`config.mk`:
```
export PLATFORM = sky130hd
export DESIGN_NAME = sr_input_conditioner
export DESIGN_NICKNAME = d
export VERILOG_FILES = /design/src/rtl/sr_input_conditioner.sv
export SDC_FILE = /design/constraint.sdc
export NUM_CORES = 1
export LEC_CHECK = 0
export ABC_AREA = 0
export BUFFER_PORTS_ARGS = -buffer_cell sky130_fd_sc_hd__clkbuf_2
export CORE_MARGIN = 3
export CORE_UTILIZATION = 30
export DETAILED_ROUTE_END_ITERATION = 12
export PLACE_DENSITY = 0.58
export SLEW_MARGIN = 5
export SYNTH_ARGS = -nofsm -noshare
export SYNTH_HDL_FRONTEND = slang
export SYNTH_SLANG_ARGS = --single-unit
```
`constraint.sdc`:
```
create_clock -name clk -period 1 [get_ports clk]
set_input_delay 0 -clock clk [delete_from_list [all_inputs] [get_ports clk]]
set_output_delay 0 -clock clk [all_outputs]
set_load 0.005 [all_outputs]
```
`src/rtl/sr_input_conditioner.sv`:
```
// rtl/sr_input_conditioner.sv - synchronise and debounce raw set/reset requests into S/R latch drives
// Compile-time option SR_COND_PULSE_EN: one-cycle S/R pulses on accepted rises instead of levels.
module sr_input_conditioner #(
  parameter int SYNC_STAGES  = 2,
  parameter int DEBOUNCE_CNT = 4
) (
  input  logic clk,
  input  logic reset,
  input  logic set_raw,
  input  logic rst_raw,
  output logic S,
  output logic R,
  output logic conflict
);

  localparam int CW = (DEBOUNCE_CNT > 1) ? $clog2(DEBOUNCE_CNT) : 1;
  localparam logic [CW-1:0] CNT_MAX = CW'(DEBOUNCE_CNT - 1);

  logic [SYNC_STAGES-1:0] sync_set_q;
  logic [SYNC_STAGES-1:0] sync_rst_q;
  logic                   sync_set;
  logic                   sync_rst;
  logic                   db_set;
  logic                   db_rst;
  logic [CW-1:0]          cnt_set;
  logic [CW-1:0]          cnt_rst;
  logic [CW:0]            nxt_set;
  logic [CW:0]            nxt_rst;

  assign sync_set = sync_set_q[SYNC_STAGES-1];
  assign sync_rst = sync_rst_q[SYNC_STAGES-1];

  // Returns {next_db, next_cnt}: the level flips only after DEBOUNCE_CNT consecutive disagreeing samples.
  function automatic logic [CW:0] debounce_next(input logic s, input logic db, input logic [CW-1:0] cnt);
    if (s == db) begin
      return {db, {CW{1'b0}}};
    end else if (cnt == CNT_MAX) begin
      return {s, {CW{1'b0}}};
    end else begin
      return {db, cnt + CW'(1)};
    end
  endfunction

  always_comb begin
    nxt_set = debounce_next(sync_set, db_set, cnt_set);
    nxt_rst = debounce_next(sync_rst, db_rst, cnt_rst);
  end

  always_ff @(posedge clk) begin
    if (reset) begin
      sync_set_q <= '0;
      sync_rst_q <= '0;
      db_set     <= 1'b0;
      db_rst     <= 1'b0;
      cnt_set    <= '0;
      cnt_rst    <= '0;
    end else begin
      sync_set_q <= {sync_set_q[SYNC_STAGES-2:0], set_raw};
      sync_rst_q <= {sync_rst_q[SYNC_STAGES-2:0], rst_raw};
      db_set     <= nxt_set[CW];
      cnt_set    <= nxt_set[CW-1:0];
      db_rst     <= nxt_rst[CW];
      cnt_rst    <= nxt_rst[CW-1:0];
    end
  end

`ifdef SR_COND_PULSE_EN
  // Previous debounced levels, used to find 0->1 transitions.
  logic db_set_d;
  logic db_rst_d;

  always_ff @(posedge clk) begin
    if (reset) begin
      db_set_d <= 1'b0;
      db_rst_d <= 1'b0;
      S        <= 1'b0;
      R        <= 1'b0;
      conflict <= 1'b0;
    end else begin
      db_set_d <= db_set;
      db_rst_d <= db_rst;
      S        <= db_set & ~db_set_d & ~db_rst;
      R        <= db_rst & ~db_rst_d & ~db_set;
      conflict <= db_set & db_rst;
    end
  end
`else
  always_ff @(posedge clk) begin
    if (reset) begin
      S        <= 1'b0;
      R        <= 1'b0;
      conflict <= 1'b0;
    end else begin
      S        <= db_set & ~db_rst;
      R        <= db_rst & ~db_set;
      conflict <= db_set & db_rst;
    end
  end
`endif

endmodule

```
# Yosys cells after proc, flatten, opt, wreduce, memory -nomap -nowiden
# Cells that the tools add are included.
# classes
addsub	2
n_eq_ne	4
bitwise_logic	7
reduce_logical	4
# ops
cell	n
OR reduction 3 bit	2
adder 2 x 1 -> 2 bit, second input constant	2
equality test 2 bit, second input constant	2
inverter 1 bit	4
AND reduction 2 bit	2
AND 1 bit	3
equality test 1 bit	2
# totals
register_bits	13
input_bits	4
out_inout_bits	3
wordCells	26

# Logic depth before layout (Yosys ltp)
# logic_depth
depth_word	3
ltp_mapped	3
depth_no_buf	3

# Worst setup path before layout
# No wires, ideal clock.
# synth_timing
path_type	register -> register
from	reg cnt_set[0]
to	reg db_set
arrival_ns	0.738
setup_slack_ns	0.144
path_stages_with_launch	4
path_buffers	0
synth_period_minus_slack_ns	0.856
path_cell_list	dfxtp_1 > ha_1 > mux2i_1 > nor2_1
# synth_via
elab_chain_len	2
# synth_lines
item	line_no	text
start: declaration	25	logic [CW-1:0] cnt_set;
start signal: assignment	61	cnt_set <= nxt_set[CW-1:0];
equality test 2 bit	37	end else if (cnt == CNT_MAX) begin
AND reduction 2 bit (no line)	-	
end signal: assignment	60	db_set <= nxt_set[CW];
end: declaration	23	logic db_set;
# Every way passes these cells.
# A chain may end at the register's enable or synchronous reset.

# Worst setup path in the final report
# Ends and elaborated chain as after synthesis.

==> impl_metrics.tcl <==
set metrics [dict create \
    max_stage_delay_ns 0.40 \
    r2r_cells 3 \
    holdPathStages 2 \
    dp_slack_ns 0.0492 \
    cp_top_family "flip-flops" \
    syn_area_um2 428 \
    pin_count 7 \
    path_max_fanout 3 \
    yosysSeqAreaShare_pct 60.8 \
    ys_types 11 \
    powerDensity_nw_per_um2 1630 \
    post-route-period-util_pct 94.7 \
    grt_max_degree 14 \
    die_x_um 43.8 \
    post_cts_buffers 0 \
    grt_pass1_wl_um 1120 \
    nFillCells 124 \
    report.final.slew_viol_count 0 \
    cts.sinks 13 \
    area_delta_synth_final_pct 25.7 \
    cts_tree "yes" \
    syn_avg_cell_area_um2 13.0 \
    synth_top_area_share_pct 60.8 \
    power.leakage_uw 0.000203 \
    cts-buffers-inserted 3 \
    cts-root-buf "clkbuf_4" \
    clk_path_buf_depth 2 \
    layout-drive-gt1-share_pct 34.1 \
    cp_num_cells 3 \
    status "finished clean" \
    antenna_left 0 \
    netlist_instances 33 \
    maxCapViolCount 0 \
    cp_data_required_time_ns 1.15 \
    track_usage_pct 8.63 \
    place_hpwl_um 465 \
    timing.critical_path.cells "ha_4, mux2i_1, nor2_1" \
    viasPerCell 4.81 \
    portBuffers 6 \
    crit_type "reg -> reg" \
    yosysWarningCount 0 \
    die-area_um2 1920 \
    drt_first_pass_iters 2 \
    fin_ws_ns 0.0533 \
    setup_viol 0 \
    tightest_slew_ns 0.300 \
    grt_antenna_before_repair 0 \
    synth_top_cell_by_area "dfxtp_1" \
    crit_buf_inv 0 \
    htree_num_levels 1 \
    vias 279 \
    first_global_vias 275 \
    ys_ff_latch 13 \
    dieHeight_um 43.8 \
    fin_setup_tns_ns 0 \
    hold_viol 0 \
    max-slew-margin-rel_pct 79.8 \
    drcViolationCount 0 \
    yosys-top-cells-area "dfxtp_1, nor4b_2, ha_1" \
    wl_per_cell_um 12.2 \
    drt_wl_total_um 706 \
    drt_iter0_drc 1 \
    max_clock_freq_ghz 1.06 \
    clock_latency_ns 0.27 \
    core.rowCount 12 \
    clkTransAtPathRegs_ns 0.07 \
    start_util_pct 35.2 \
    finalNetCount 51 \
    core-area_um2 1220 \
    hold_class "in -> reg" \
    gp_congestion 0.609 \
    ir_drop_mv 0.882 \
    syn_nets 39 \
    fin_skew_ns 0.00334 \
    grt_overflow_total 0 \
    rsz0062_at_grt "no" \
    start_kind "register" \
    critical_path_arrival_ns 1.10 \
    insertedDiodeCount 0 \
    period_needed_ns 0.947 \
    slowest_stage "dfxtp_1" \
    worst_setup_path_end_kind "register" \
]
[cells in the final DEF, fill, tap and decap left out, drive strengths merged]
cell type	synthesis	routed
ha	2	2
and3b	1	1
nor2	2	2
nor2b	4	4
mux2i	2	2
nor4b	2	2
dlygate4sd3	0	2
xnor2	2	2
clkbuf	0	10
dfxtp	13	13
nor3b	2	2
nor4	2	2
[what timing repair did]
| action | in CTS | in global routing |
|---|---|---|
| setup endpoints to repair | 0 | 3 |
| endpoints found under the hold margin | 2 | 0 |
| hold buffers | 2 | 0 |
| resized for setup | 0 | 4 |
[report_power, final]
part,switching [uW],internal [uW],total [uW]
clock,156,154,310
combinational,14.9,18.9,33.8
sequential,5.47,527,533
[registers in the layout, summed over array words and instances (netlist names)]
signal      cells
cnt_set         2
R               1
db_rst          1
sync_rst_q      2
db_set          1
conflict        1
sync_set_q      2
cnt_rst         2
S               1
[path summary, 6_finish.rpt]
kind	startpoint	end	slack [ns]
worst min register to register	sync_rst_q[0]	sync_rst_q[1]	0.45
worst max register to register	cnt_set[0]	db_set	0.05
worst max-delay path	cnt_set[0]	db_set	0.05
worst min-delay path	reset	sync_rst_q[0]	0.09
[cells in the mapped netlist (all sizes together)]
cell,number
nor4,2
buf,1
mux2i,2
xnor2,2
nor2,2
ha,2
dfxtp,13
nor4b,2
and3b,1
nor2b,4
nor3b,2
[layer usage]
metal | wire length (um) | vias to the layer above | share of wire (%) | track usage [%]
met5 | 0 | - | 0 | 0
met4 | 10 | 0 | 1.4 | 7.23
met3 | 54 | 2 | 7.6 | 6.22
met2 | 372 | 9 | 53 | 13.7
met1 | 269 | 134 | 38 | 7.13
li1 | - | 134 | - | -
[logic make-up after synthesis]
kind of cell / Yosys count / share of synthesized area, %
xor gates and xnor gates: 2 / 4.09
adders and majority gates: 2 / 5.85
buffers and inverters: 1 / 1.17
DFF: 13 / 60.8
muxes: 2 / 4.68
and+or+nand+nor: 13 / 23.4
[worst reg2reg max path: cells and delay by family (launching register included)]
kind | cells | cell delay, ns
adder cells (fa/ha/maj) | 1 | 0.19
AND/OR/NAND/NOR | 1 | 0.06
flip-flops | 1 | 0.40
multiplexers | 1 | 0.18
[final cells by class]
class | instances | area, um2 | area share, %
Tap cell | 14 | 17.5 | 3.26
Multi-Input combinational cell | 19 | 184 | 34.2
Timing Repair Buffer | 8 | 50.0 | 9.30
Clock buffer | 4 | 26.3 | 4.88
Sequential cell | 13 | 260 | 48.4
[metrics by stage]
stage	total power [uW]	utilization [%]	area (um2)	std cells	hold WS, ns
after global routing	924	44.2	538	58	0.0959
after global placement	567	38.7	470	52	0.210
final	877	44.2	538	58	0.0941
after floorplan	561	-	428	33	0.0716
after CTS	890	42.5	517	58	0.0809
after detailed placement	570	38.7	470	52	0.215
No activity file was read; power rests on OpenSTA's default activity.
